==> src/rtl/seg7_scan_pkg.sv <==
// seg7_scan_pkg
//   Shared definitions for the multiplexed seven-segment scanner:
//   - active-high segment patterns for hex digits 0..F, bit order gfedcba
//   - scan FSM state encoding (BLANK = 1'b0, DRIVE = 1'b1)
//   - msd_idx(): index of the most-significant nonzero nibble, used by the
//     optional leading-zero blanking (SEG7_LZB_EN)
package seg7_scan_pkg;

  typedef enum logic {
    BLANK = 1'b0,
    DRIVE = 1'b1
  } state_t;

  localparam logic [6:0] SEG_0 = 7'h3F;
  localparam logic [6:0] SEG_1 = 7'h06;
  localparam logic [6:0] SEG_2 = 7'h5B;
  localparam logic [6:0] SEG_3 = 7'h4F;
  localparam logic [6:0] SEG_4 = 7'h66;
  localparam logic [6:0] SEG_5 = 7'h6D;
  localparam logic [6:0] SEG_6 = 7'h7D;
  localparam logic [6:0] SEG_7 = 7'h07;
  localparam logic [6:0] SEG_8 = 7'h7F;
  localparam logic [6:0] SEG_9 = 7'h6F;
  localparam logic [6:0] SEG_A = 7'h77;
  localparam logic [6:0] SEG_B = 7'h7C;
  localparam logic [6:0] SEG_C = 7'h39;
  localparam logic [6:0] SEG_D = 7'h5E;
  localparam logic [6:0] SEG_E = 7'h79;
  localparam logic [6:0] SEG_F = 7'h71;

  // Highest digit that must be shown; an all-zero value still shows digit 0.
  function automatic logic [1:0] msd_idx(input logic [15:0] v);
    logic [1:0] r;
    r = 2'd0;
    if (v[7:4]   != 4'h0) r = 2'd1;
    if (v[11:8]  != 4'h0) r = 2'd2;
    if (v[15:12] != 4'h0) r = 2'd3;
    return r;
  endfunction

endpackage

==> src/rtl/seg7_decode.sv <==
// seg7_decode
//   Combinational hex nibble to seven-segment decoder, active-high output.
//   Display polarity is applied by the instantiating scanner.
//   Ports:
//     nib  in  4  hex digit value
//     seg  out 7  segment pattern, seg[0]=a .. seg[6]=g
module seg7_decode
  import seg7_scan_pkg::*;
(
  input  logic [3:0] nib,
  output logic [6:0] seg
);

  always_comb begin
    seg = SEG_0;
    case (nib)
      4'h0: seg = SEG_0;
      4'h1: seg = SEG_1;
      4'h2: seg = SEG_2;
      4'h3: seg = SEG_3;
      4'h4: seg = SEG_4;
      4'h5: seg = SEG_5;
      4'h6: seg = SEG_6;
      4'h7: seg = SEG_7;
      4'h8: seg = SEG_8;
      4'h9: seg = SEG_9;
      4'hA: seg = SEG_A;
      4'hB: seg = SEG_B;
      4'hC: seg = SEG_C;
      4'hD: seg = SEG_D;
      4'hE: seg = SEG_E;
      4'hF: seg = SEG_F;
      default: seg = SEG_0;
    endcase
  end

endmodule

==> src/rtl/seg7_scan.sv <==
// seg7_scan
//   Multiplexed 4-digit hex seven-segment driver fed from the GPIO output
//   register. Each digit owns a slot of CLK_DIV clocks; the first BLANK_CYC
//   clocks of every slot are blank to avoid ghosting. The displayed value is
//   captured into a shadow register only at the end of digit 3, so a frame
//   never mixes old and new nibbles.
//   Optional feature: define SEG7_LZB_EN for leading-zero blanking (digits
//   above the most-significant nonzero nibble stay dark; digit 0 always lit).
//   Ports:
//     clk    in   1   system clock, rising edge
//     rst_n  in   1   asynchronous active-low reset
//     din    in   16  value to display (synchronous to clk)
//     seg    out  7   segments, seg[0]=a .. seg[6]=g
//     an     out  4   digit enables, an[0] = least-significant nibble
//   Parameters: DW (must be 16), CLK_DIV (>=2), BLANK_CYC (1..CLK_DIV-1),
//   SEG_POL (0 active-high, 1 active-low outputs).
//   The scan FSM state is held in the internal signal 'state' (BLANK/DRIVE).
module seg7_scan
  import seg7_scan_pkg::*;
#(
  parameter int DW        = 16,
  parameter int CLK_DIV   = 50000,
  parameter int BLANK_CYC = 4,
  parameter int SEG_POL   = 0
) (
  input  logic          clk,
  input  logic          rst_n,
  input  logic [DW-1:0] din,
  output logic [6:0]    seg,
  output logic [3:0]    an
);

  localparam int            CW      = (CLK_DIV > 2) ? $clog2(CLK_DIV) : 1;
  localparam logic [CW-1:0] CNT_MAX = CW'(CLK_DIV - 1);
  localparam logic [CW-1:0] CNT_BLK = CW'(BLANK_CYC);
  localparam logic [6:0]    SEG_OFF = (SEG_POL != 0) ? 7'h7F : 7'h00;
  localparam logic [3:0]    AN_OFF  = (SEG_POL != 0) ? 4'hF : 4'h0;

  logic [CW-1:0] cnt;
  logic [CW-1:0] cnt_nxt;
  logic [1:0]    idx;
  logic [1:0]    idx_nxt;
  logic [DW-1:0] shadow;
  state_t        state;
  state_t        state_nxt;
  logic [3:0]    nib;
  logic [6:0]    seg_dec;
  logic          digit_on;
  logic          slot_end;

  assign slot_end = (cnt == CNT_MAX);

  // Next-cycle slot position and state. Outputs are registered from these
  // so an/seg line up exactly with the cycles where state is DRIVE.
  always_comb begin
    cnt_nxt   = cnt + 1'b1;
    idx_nxt   = idx;
    state_nxt = state;
    if (slot_end) begin
      cnt_nxt = '0;
      idx_nxt = idx + 2'd1;
    end
    case (state)
      BLANK:   if (cnt_nxt == CNT_BLK) state_nxt = DRIVE;
      DRIVE:   if (slot_end)           state_nxt = BLANK;
      default: state_nxt = BLANK;
    endcase
  end

  always_comb begin
    nib = shadow[3:0];
    case (idx_nxt)
      2'd0:    nib = shadow[3:0];
      2'd1:    nib = shadow[7:4];
      2'd2:    nib = shadow[11:8];
      2'd3:    nib = shadow[15:12];
      default: nib = shadow[3:0];
    endcase
  end

  seg7_decode u_decode (
    .nib (nib),
    .seg (seg_dec)
  );

`ifdef SEG7_LZB_EN
  // shadow is already stable by the first DRIVE cycle of a frame because the
  // latch edge always falls in a BLANK cycle.
  assign digit_on = (idx_nxt <= msd_idx(shadow));
`else
  assign digit_on = 1'b1;
`endif

  always_ff @(posedge clk or negedge rst_n) begin
    if (!rst_n) begin
      cnt    <= '0;
      idx    <= 2'd0;
      shadow <= '0;
      state  <= BLANK;
      an     <= AN_OFF;
      seg    <= SEG_OFF;
    end else begin
      cnt   <= cnt_nxt;
      idx   <= idx_nxt;
      state <= state_nxt;
      if (slot_end && (idx == 2'd3)) begin
        shadow <= din;
      end
      if ((state_nxt == DRIVE) && digit_on) begin
        an  <= (4'b0001 << idx_nxt) ^ AN_OFF;
        seg <= seg_dec ^ SEG_OFF;
      end else begin
        an  <= AN_OFF;
        seg <= SEG_OFF;
      end
    end
  end

endmodule

==> config.mk <==
export PLATFORM = sky130hd
export DESIGN_NAME = seg7_scan
export DESIGN_NICKNAME = d
export VERILOG_FILES = /design/src/rtl/seg7_scan_pkg.sv /design/src/rtl/seg7_decode.sv /design/src/rtl/seg7_scan.sv
export SDC_FILE = /design/constraint.sdc
export NUM_CORES = 1
export LEC_CHECK = 0
export CAP_MARGIN = 20
export CORE_MARGIN = 2
export CORE_UTILIZATION = 56
export CTS_CLUSTER_SIZE = 8
export DETAILED_ROUTE_END_ITERATION = 8
export PLACE_DENSITY = 0.8
export SLEW_MARGIN = 0
export SYNTH_ARGS = -nofsm -noshare
export SYNTH_HDL_FRONTEND = slang
export SYNTH_SLANG_ARGS = --single-unit
==> constraint.sdc <==
create_clock -name clk -period 5.26 [get_ports clk]
set_input_delay 1.315 -clock clk [delete_from_list [all_inputs] [get_ports clk]]
set_output_delay 1.315 -clock clk [all_outputs]
set_load 0.02 [all_outputs]
==> flow_summary.ini <==
[status]
status = finished clean

[global_routing]
grt_pass1_vias = 1585
overflow = 0
antenna_found_initial = 0
grt_max_degree = 47
grt_usage = 0.197
grt_pass1_wl_um = 7800

[layout]
antennaDiodeCount = 0
final_cell_mix = dfrtp_1 (46), clkdlybuf4s50_1 (27), nor2_1 (19)
layout.cells.most_common = dfrtp_1
layout-drive-gt1-share = 0.159
area_growth_pct = 16.9
stdcell_count = 284
fin_nets = 257
nFillCells = 317

[sta]
finalHoldViolCount = 0
setup_viol = 0
fin_crit_ns = 3.00
fmax_ghz = 0.333
tightest_slew_ns = 0.957
skew_ns = 0.0105
relSlewSlack = 0.344
finalMaxSlewViolations = 0
holdWs_ns = 0.522
rsz0062_at_grt = no
fin_setup_tns_ns = 0
period_share = 0.571

[power_and_ir_drop]
leakagePower_nw = 1.29
ir_drop_mv = 0.199
totalPowerFinal_uw = 760
pwr_density_cell_nw_per_um2 = 257

[synth]
ys.warnings.count = 0
syn-cell-area_sq_um = 2530
dominantRegCellSynth = dfrtp_1
synth_cell_types = 47
synthCells = 207
syn_area_per_cell_sq_um = 12.2
synthArstFlopShare = 1.00
synth-seq-cells = 46
synth_top_area_cell = dfrtp_1
synth.top_cell.area_share = 0.455
synth_nets = 233
ys_top_cells_by_area = dfrtp_1 (45%), mux4_2 (7.1%), mux2_1 (4.9%)
yosysSeqAreaShare = 0.455
synth_edf_count = 0

[cts]
root_buffer = clkbuf_8
cts_tree = built
cts_max_level = 2
clk_path_buf_depth = 2
cts_hold_buf = 0
clock_latency_ns = 0.30
numCtsBuffers = 5
clock-sinks = 46
cts_resized = 0
cts_setup_buffers = 0
path_clk_slew_ns = 0.09

[floorplan]
io_pins = 29
core_area_sq_um = 4350
rows = 24
die_area_sq_um = 5080
start_util = 0.582
die_w_um = 71.2
die_height_um = 71.2

[critical_path]
crit_required_ns = 5.46
worstReg2RegStart = idx[0]
ff2ff_path_depth = 8
critPathMaxFanout = 10
crit_type = flop to flop
cp_cell_sequence = ha_1 -> mux4_2 -> mux2i_1 -> inv_1 -> ha_1 -> mux2i_1 -> nor2_1 -> a311oi_1
r2r_setup_slack_ns = 2.26
critical_path_buf_inv_count = 1
slowest_stage = dfrtp_1
arrival_ns = 3.21
critPathCaptureType = flop
critPathTopFamily = multiplexers
rr_endpoint = seg[6]
worst_path_largest_cell_delay_ns = 0.54
startpoint_type = flop

[route]
first_iter_violations = 140
post_drt_wl_per_cell_um = 15.6
viasPerCell = 5.67
drtPass1Iterations = 4
postRouteAntennaNets = 0
drc_errors = 0
wl_um = 4430
vias = 1610

[hold_path]
hold_end = shadow[12]
hold_depth = 1
worstHoldStart = shadow[12]
hp-class = flop to flop

[placement]
numPortBuffers = 28
place_inst = 275
hpwl_um = 3100
globalplace.congestion = 0.830

[run]
max_cap_viol_count = 0
==> per-layer routing <==
metal	wire (um)	vias up	track usage
met4	61	0	0.0608
met1	2190	778	0.294
met3	130	7	0.0506
met2	2040	27	0.286
li1	-	798	-
met5	0	-	0
==> worst reg2reg max path: stages, from the launching register on <==
cell,delay (ns)
dfrtp_1,0.54
ha_1,0.50
mux4_2,0.53
mux2i_1,0.40
inv_1,0.17
ha_1,0.26
mux2i_1,0.16
nor2_1,0.06
a311oi_1,0.29
==> worst max path at each step <==
stage                      start  endpoint  depth (start not counted)
final                     idx[0]    seg[6]                          8
after global routing      idx[0]    seg[6]                          8
after CTS                 idx[0]    seg[6]                          8
after detailed placement  idx[0]    seg[6]                          8
after global placement    idx[0]    seg[3]                          8
after floorplan           idx[1]    seg[3]                          8
==> area by class of cell <==
cell class	instances	area (sq um)	area share
sequential	46	1150	0.389
inverter	8	30.0	0.0101
clock buffer	6	82.6	0.0279
timing repair buffer	29	295	0.0997
tap	52	65.1	0.0220
multi-input combinational	141	1280	0.431
clock inverter	2	60.1	0.0203
==> report_power, final <==
part	switching (mW)	leakage (nW)	internal, mW
Combinational	0.0306	0.662	0.0368
Clock	0.120	0.0714	0.203
Sequential	0.00621	0.557	0.364
Total	0.157	1.29	0.604
==> cells by family after synthesis <==
kind of cell             after synthesis  share of synthesized area
AND/OR/NAND/NOR                       61                      0.151
flip-flops                            46                      0.455
multiplexers                          34                      0.189
AO/OA/AOI/OAI                         20                     0.0632
buffers and inverters                 20                     0.0410
XOR/XNOR                              18                     0.0623
adder cells (fa/ha/maj)                8                     0.0395
==> stage by stage <==
stage | instance area (sq um) | util | worst slack, ns
after floorplan | 2530 | - | 2.72
after global placement | 2800 | 0.643 | 2.43
after detailed placement | 2800 | 0.643 | 2.30
after CTS | 2940 | 0.676 | 2.24
after global routing | 2960 | 0.680 | 1.99
final | 2960 | 0.680 | 2.26
==> state kept, by name, indices dropped and copies added (netlist names) <==
name / count
seg: 7
shadow: 16
cnt: 16
state: 1
idx: 2
an: 4
==> cell usage after synthesis (5+ instances only) <==
master,number
inv_1,7
nand2_1,5
dfrtp_1,46
xnor2_1,9
xor2_1,9
mux2i_1,7
nand3_1,8
nor2_1,19
buf_2,8
nor3_1,6
mux2_1,11
mux2_2,6
ha_1,8
mux4_2,8
(Power assumes the default switching activity.)
